## src/rtl/regfile_wb_queue.sv

```systemverilog
// rtl/regfile_wb_queue.sv - writeback queue feeding the register file write port
//
// Purpose: accepts register write requests from the load unit and the ALU
// (load has fixed priority), buffers them in a DEPTH-entry FIFO and drains at
// most one entry per cycle onto the register file write port. It also reports
// whether a queried register still has a write in flight.
//
// Ports:
//   clk, rst                  clock, synchronous active-high reset
//   ld_valid/ld_ready         load unit handshake; ld_addr, ld_data, ld_lane
//   alu_valid/alu_ready       ALU handshake; alu_addr, alu_data, alu_lane
//   Rd_addr, Rd_in            register file write address / data (registered)
//   Rd_Byte_w_en              register file write enables, active-low per bit
//   chk_addr, chk_pending     hazard query (combinational)
//   count                     FIFO occupancy, output register excluded

module regfile_wb_queue #(
    parameter int DATA_WIDTH = 4,
    parameter int ADDR_WIDTH = 2,
    parameter int DEPTH      = 4
) (
    input  logic                         clk,
    input  logic                         rst,
    input  logic                         ld_valid,
    output logic                         ld_ready,
    input  logic [ADDR_WIDTH-1:0]        ld_addr,
    input  logic [DATA_WIDTH-1:0]        ld_data,
    input  logic [DATA_WIDTH-1:0]        ld_lane,
    input  logic                         alu_valid,
    output logic                         alu_ready,
    input  logic [ADDR_WIDTH-1:0]        alu_addr,
    input  logic [DATA_WIDTH-1:0]        alu_data,
    input  logic [DATA_WIDTH-1:0]        alu_lane,
    output logic [ADDR_WIDTH-1:0]        Rd_addr,
    output logic [DATA_WIDTH-1:0]        Rd_in,
    output logic [DATA_WIDTH-1:0]        Rd_Byte_w_en,
    input  logic [ADDR_WIDTH-1:0]        chk_addr,
    output logic                         chk_pending,
    output logic [$clog2(DEPTH):0]       count
);

    localparam int PW = $clog2(DEPTH);
    localparam int CW = PW + 1;

    logic [ADDR_WIDTH-1:0] r_mem_addr [DEPTH];
    logic [DATA_WIDTH-1:0] r_mem_data [DEPTH];
    logic [DATA_WIDTH-1:0] r_mem_lane [DEPTH];

    logic [PW-1:0]         r_wr_ptr;
    logic [PW-1:0]         r_rd_ptr;
    logic [CW-1:0]         r_count;

    logic [ADDR_WIDTH-1:0] r_rd_addr;
    logic [DATA_WIDTH-1:0] r_rd_in;
    logic [DATA_WIDTH-1:0] r_rd_en_n;

    logic                  w_space;
    logic                  w_ld_fire;
    logic                  w_alu_fire;
    logic [ADDR_WIDTH-1:0] w_sel_addr;
    logic [DATA_WIDTH-1:0] w_sel_data;
    logic [DATA_WIDTH-1:0] w_sel_lane;
    logic                  w_push;
    logic                  w_pop;
    logic [DEPTH-1:0]      w_hit;
    logic                  w_out_hit;

    // Readiness uses the occupancy before this cycle's pop, so a full queue
    // never passes a request straight through. Reset blocks every handshake.
    assign w_space    = (r_count < CW'(DEPTH));
    assign ld_ready   = !rst && w_space;
    assign alu_ready  = !rst && w_space && !ld_valid;

    assign w_ld_fire  = ld_valid && ld_ready;
    assign w_alu_fire = alu_valid && alu_ready;

    assign w_sel_addr = w_ld_fire ? ld_addr : alu_addr;
    assign w_sel_data = w_ld_fire ? ld_data : alu_data;
    assign w_sel_lane = w_ld_fire ? ld_lane : alu_lane;

    // Writes to register 0 or with no lanes set are acknowledged but dropped:
    // they would have no effect on the register file.
    assign w_push = (w_ld_fire || w_alu_fire)
                    && (w_sel_addr != '0) && (w_sel_lane != '0);
    assign w_pop  = (r_count != '0);

    always_ff @(posedge clk) begin
        if (w_push) begin
            r_mem_addr[r_wr_ptr] <= w_sel_addr;
            r_mem_data[r_wr_ptr] <= w_sel_data;
            r_mem_lane[r_wr_ptr] <= w_sel_lane;
        end
    end

    always_ff @(posedge clk) begin
        if (rst) begin
            r_wr_ptr  <= '0;
            r_rd_ptr  <= '0;
            r_count   <= '0;
            r_rd_addr <= '0;
            r_rd_in   <= '0;
            r_rd_en_n <= '1;
        end else begin
            if (w_push) begin
                r_wr_ptr <= r_wr_ptr + 1'b1;
            end
            if (w_pop) begin
                r_rd_addr <= r_mem_addr[r_rd_ptr];
                r_rd_in   <= r_mem_data[r_rd_ptr];
                r_rd_en_n <= ~r_mem_lane[r_rd_ptr];
                r_rd_ptr  <= r_rd_ptr + 1'b1;
            end else begin
                r_rd_addr <= '0;
                r_rd_in   <= '0;
                r_rd_en_n <= '1;
            end
            r_count <= r_count + CW'(w_push) - CW'(w_pop);
        end
    end

    // An entry is live when its distance from the read pointer (mod DEPTH)
    // is below the occupancy.
    for (genvar g = 0; g < DEPTH; g++) begin : g_hit
        logic [PW-1:0] w_off;
        assign w_off    = PW'(g) - r_rd_ptr;
        assign w_hit[g] = ({1'b0, w_off} < r_count) && (r_mem_addr[g] == chk_addr);
    end

    assign w_out_hit   = (r_rd_en_n != '1) && (r_rd_addr == chk_addr);
    assign chk_pending = (chk_addr != '0) && ((|w_hit) || w_out_hit);

    assign Rd_addr      = r_rd_addr;
    assign Rd_in        = r_rd_in;
    assign Rd_Byte_w_en = r_rd_en_n;
    assign count        = r_count;

endmodule

```

## config.mk

```make
export PLATFORM = sky130hd
export DESIGN_NAME = regfile_wb_queue
export DESIGN_NICKNAME = d
export VERILOG_FILES = /design/src/rtl/regfile_wb_queue.sv
export SDC_FILE = /design/constraint.sdc
export NUM_CORES = 1
export LEC_CHECK = 0
export ABC_AREA = 0
export ABC_CLOCK_PERIOD_IN_PS = 3650
export BUFFER_PORTS_ARGS = -buffer_cell sky130_fd_sc_hd__buf_2
export CAP_MARGIN = 0
export CELL_PAD_IN_SITES_DETAIL_PLACEMENT = 0
export CELL_PAD_IN_SITES_GLOBAL_PLACEMENT = 1
export CORE_MARGIN = 1
export CORE_UTILIZATION = 46
export DETAILED_ROUTE_END_ITERATION = 16
export PLACE_DENSITY = 0.83
export SLEW_MARGIN = 20
export SYNTH_ARGS = -nofsm -noshare
export SYNTH_HDL_FRONTEND = slang
export SYNTH_SLANG_ARGS = --single-unit
```

## constraint.sdc

```tcl
create_clock -name clk -period 3.65 [get_ports clk]
set_clock_uncertainty 0.2 [all_clocks]
set_input_delay 0.73 -clock clk [delete_from_list [all_inputs] [get_ports clk]]
set_output_delay 0.73 -clock clk [all_outputs]
set_load 0.01 [all_outputs]
```

==> results.yml <==
status:
  status: "finished clean"
synthesis:
  ys_async_sr_fraction: 0
  syn_area_mm2: 0.00263
  synth_seq_cells: 59
  synth_nets: 219
  yosysSeqAreaShare: 0.600
  syn_avg_cell_area_um2: 14.5
  synth.distinct_cells: 38
  synth_warnings: 0
  synth_flop_cell: "edfxtp_1"
  synth_edf_count: 40
  postSynthCellCount: 182
finish:
  diodes: 0
  syn_to_final_growth_pct: 17.1
  utilization: 0.560
  drive_gt1_frac: 0.359
  layout.cells.non_filler: 306
  final_nets: 266
routing:
  drtIter0Drc: 82
  wirelength_mm: 4.48
  drc: 0
  antenna_left: 0
  vias_per_cell: 5.06
  avgRoutedWirePerCell_um: 14.6
  first_pass_iters: 4
  num_vias: 1548
die:
  io_pins: 42
  core_area_mm2: 0.00551
  num_rows: 27
  die_width_um: 77.7
  start_util: 0.478
  dieArea_mm2: 0.00603
  die_h_um: 77.7
placed_design:
  dp.cells: 290
  dp_hpwl_mm: 3.30
  portBuffers: 41
  gp_congestion: 0.825
timing:
  fin_crit_ps: 3090
  post-route-period-util: 0.847
  fmax_ghz: 0.324
  rsz0062_at_grt: "false"
  slew_viol_final: 0
  relSlewSlack: 0.495
  worstMarginPinSlew_ps: 756
  hold_viol: 0
  setup_viol: 0
  fin_setup_tns_ps: 0
clock_tree:
  path_clk_slew_ps: 70
  postCtsSetupRepairBufs: 0
  htree_levels: 3
  post_cts_resized: 0
  cts_tree: "yes"
  clockBufferDepth: 2
  clk_latency_ps: 330
  clock-sinks: 59
  cts_hold_buf: 0
  numCtsBuffers: 9
  cts_root_buf: "clkbuf_8"
pwr:
  vdd_drop_max_v: 0.000295
  intPower_uw: 1410
  seq_power_share: 0.437
  p_total_uw: 2080
  switching_share: 0.321
  power.share.clock: 0.238
  power.switching_uw: 668
  p_leak_uw: 0.00118
  p_comb_frac: 0.325
  cellPowerDensity_mw_per_mm2: 675
worst_setup_path:
  critical_path.endpoint_type: "output port"
  cp_max_fo: 5
  criticalPathCategory: "flop to output port"
  cp-start-kind: "flop"
  crit_arrival_ps: 2160
  required_ps: 2720
global_routing:
  grt.total_usage: 0.165
  grt_pass1_vias: 1532
  grt_pass1_wl_mm: 7.04
  grt_overflow: 0
  grt_max_degree: 14
  grt_antenna_before_repair: 0
hold_path:
  hp-class: "flop to flop"
job:
  maxCapViolations: 0
sequential cells by signal (all words and copies together), names as in the netlist, named ones only:
signal and flops:
r_mem_data 16, r_mem_lane 16, r_mem_addr 8, Rd_Byte_w_en 4, Rd_in 4, count 3
Rd_addr 2, r_rd_ptr 2, r_wr_ptr 2
layout by cell type, fill, tap and decap left out, types with 2 or more instances in the layout:
master / synthesis / routed
xor2_1: 2 / 2
o31ai_1: 2 / 2
xnor2_1: 13 / 13
buf_4: 0 / 4
and2_2: 4 / 4
nor2_1: 8 / 8
edfxtp_1: 40 / 40
mux2i_1: 3 / 3
ha_1: 10 / 10
dfxtp_1: 19 / 19
mux4_2: 10 / 10
nand2_1: 7 / 7
clkbuf_8: 0 / 9
nand3_1: 2 / 2
clkinv_2: 0 / 4
a21oi_1: 2 / 2
inv_1: 14 / 14
buf_2: 2 / 41
and2_1: 6 / 6
o21ai_0: 2 / 2
nor2b_1: 3 / 3
clkinv_4: 0 / 2
nand2b_1: 4 / 4
mux2_2: 6 / 6
critical path, stage by stage (launching register included):
cell      delay [ps]
dfxtp_1          430
inv_1            130
ha_1             310
nor3b_1          140
o31ai_1          300
a21oi_1           70
a311oi_1         270
buf_2            170
per-layer routing:
| metal | share of wire | GRT usage |
|---|---|---|
| met4 | 0.021 | 0.0887 |
| met5 | 0 | 0 |
| met2 | 0.50 | 0.269 |
| met3 | 0.065 | 0.0588 |
| met1 | 0.42 | 0.190 |
logic make-up (layout without fill, tap and decap cells):
logic type / Yosys count / after routing / share of synthesized area
xor+xnor: 15 / 15 / 0.0499
mux: 20 / 20 / 0.128
compound gates: 14 / 14 / 0.0456
fa+ha+maj: 11 / 11 / 0.0551
simple gates: 40 / 40 / 0.0846
flops: 59 / 59 / 0.600
buf+inv: 23 / 75 / 0.0366
cell usage after synthesis (4+ instances only):
| cell type | n | share of area |
|---|---|---|
| ha_1 | 10 | 0.048 |
| clkbuf_1 | 6 | 0.0086 |
| dfxtp_1 | 19 | 0.14 |
| nand2_1 | 7 | 0.010 |
| nand2b_1 | 4 | 0.0095 |
| mux4_2 | 10 | 0.086 |
| and2_2 | 4 | 0.011 |
| and2_1 | 6 | 0.014 |
| xnor2_1 | 13 | 0.043 |
| edfxtp_1 | 40 | 0.46 |
| inv_1 | 14 | 0.020 |
| nor2_1 | 8 | 0.011 |
| mux2_2 | 6 | 0.026 |
path summary, 6_finish.rpt:
check | from | endpoint | slack (ps) | cells after the start
setup reg to reg | count[2] | count[2] | 640 | 11
setup / recovery | count[1] | chk_pending | 560 | 7
hold / removal | r_wr_ptr[1] | r_wr_ptr[1] | 360 | 2
hold reg to reg | r_wr_ptr[1] | r_wr_ptr[1] | 360 | 2
layout make-up:
type                            instances  area, µm²
Clock buffer                            9        124
Clock inverter                          7       45.0
Fill cell                             442       2420
Inverter                               14       52.6
Multi-Input combinational cell        100        956
Sequential cell                        59       1580
Tap cell                               72       90.1
Timing Repair Buffer                   45        235
power by group through the flow:
stage	clock [µW]	sequential, µW	combinational [µW]
after global routing	536	925	756
after CTS	504	912	689
after detailed placement	0	928	684
after floorplan	0	924	491
final	495	910	677
after global placement	0	924	675
per-stage QoR:
| step | setup slack, ps | instance area [µm²] | hold WS (ps) |
|---|---|---|---|
| 2_1_floorplan | 677 | 2630 | 308 |
| 3_3_place_gp | 340 | 2920 | 358 |
| 3_5_place_dp | 218 | 2920 | 358 |
| 4_1_cts | 534 | 3080 | 366 |
| 5_1_grt | 377 | 3080 | 405 |
| 6_report | 560 | 3080 | 358 |
Note: power is estimated with default switching activity, not from simulation.
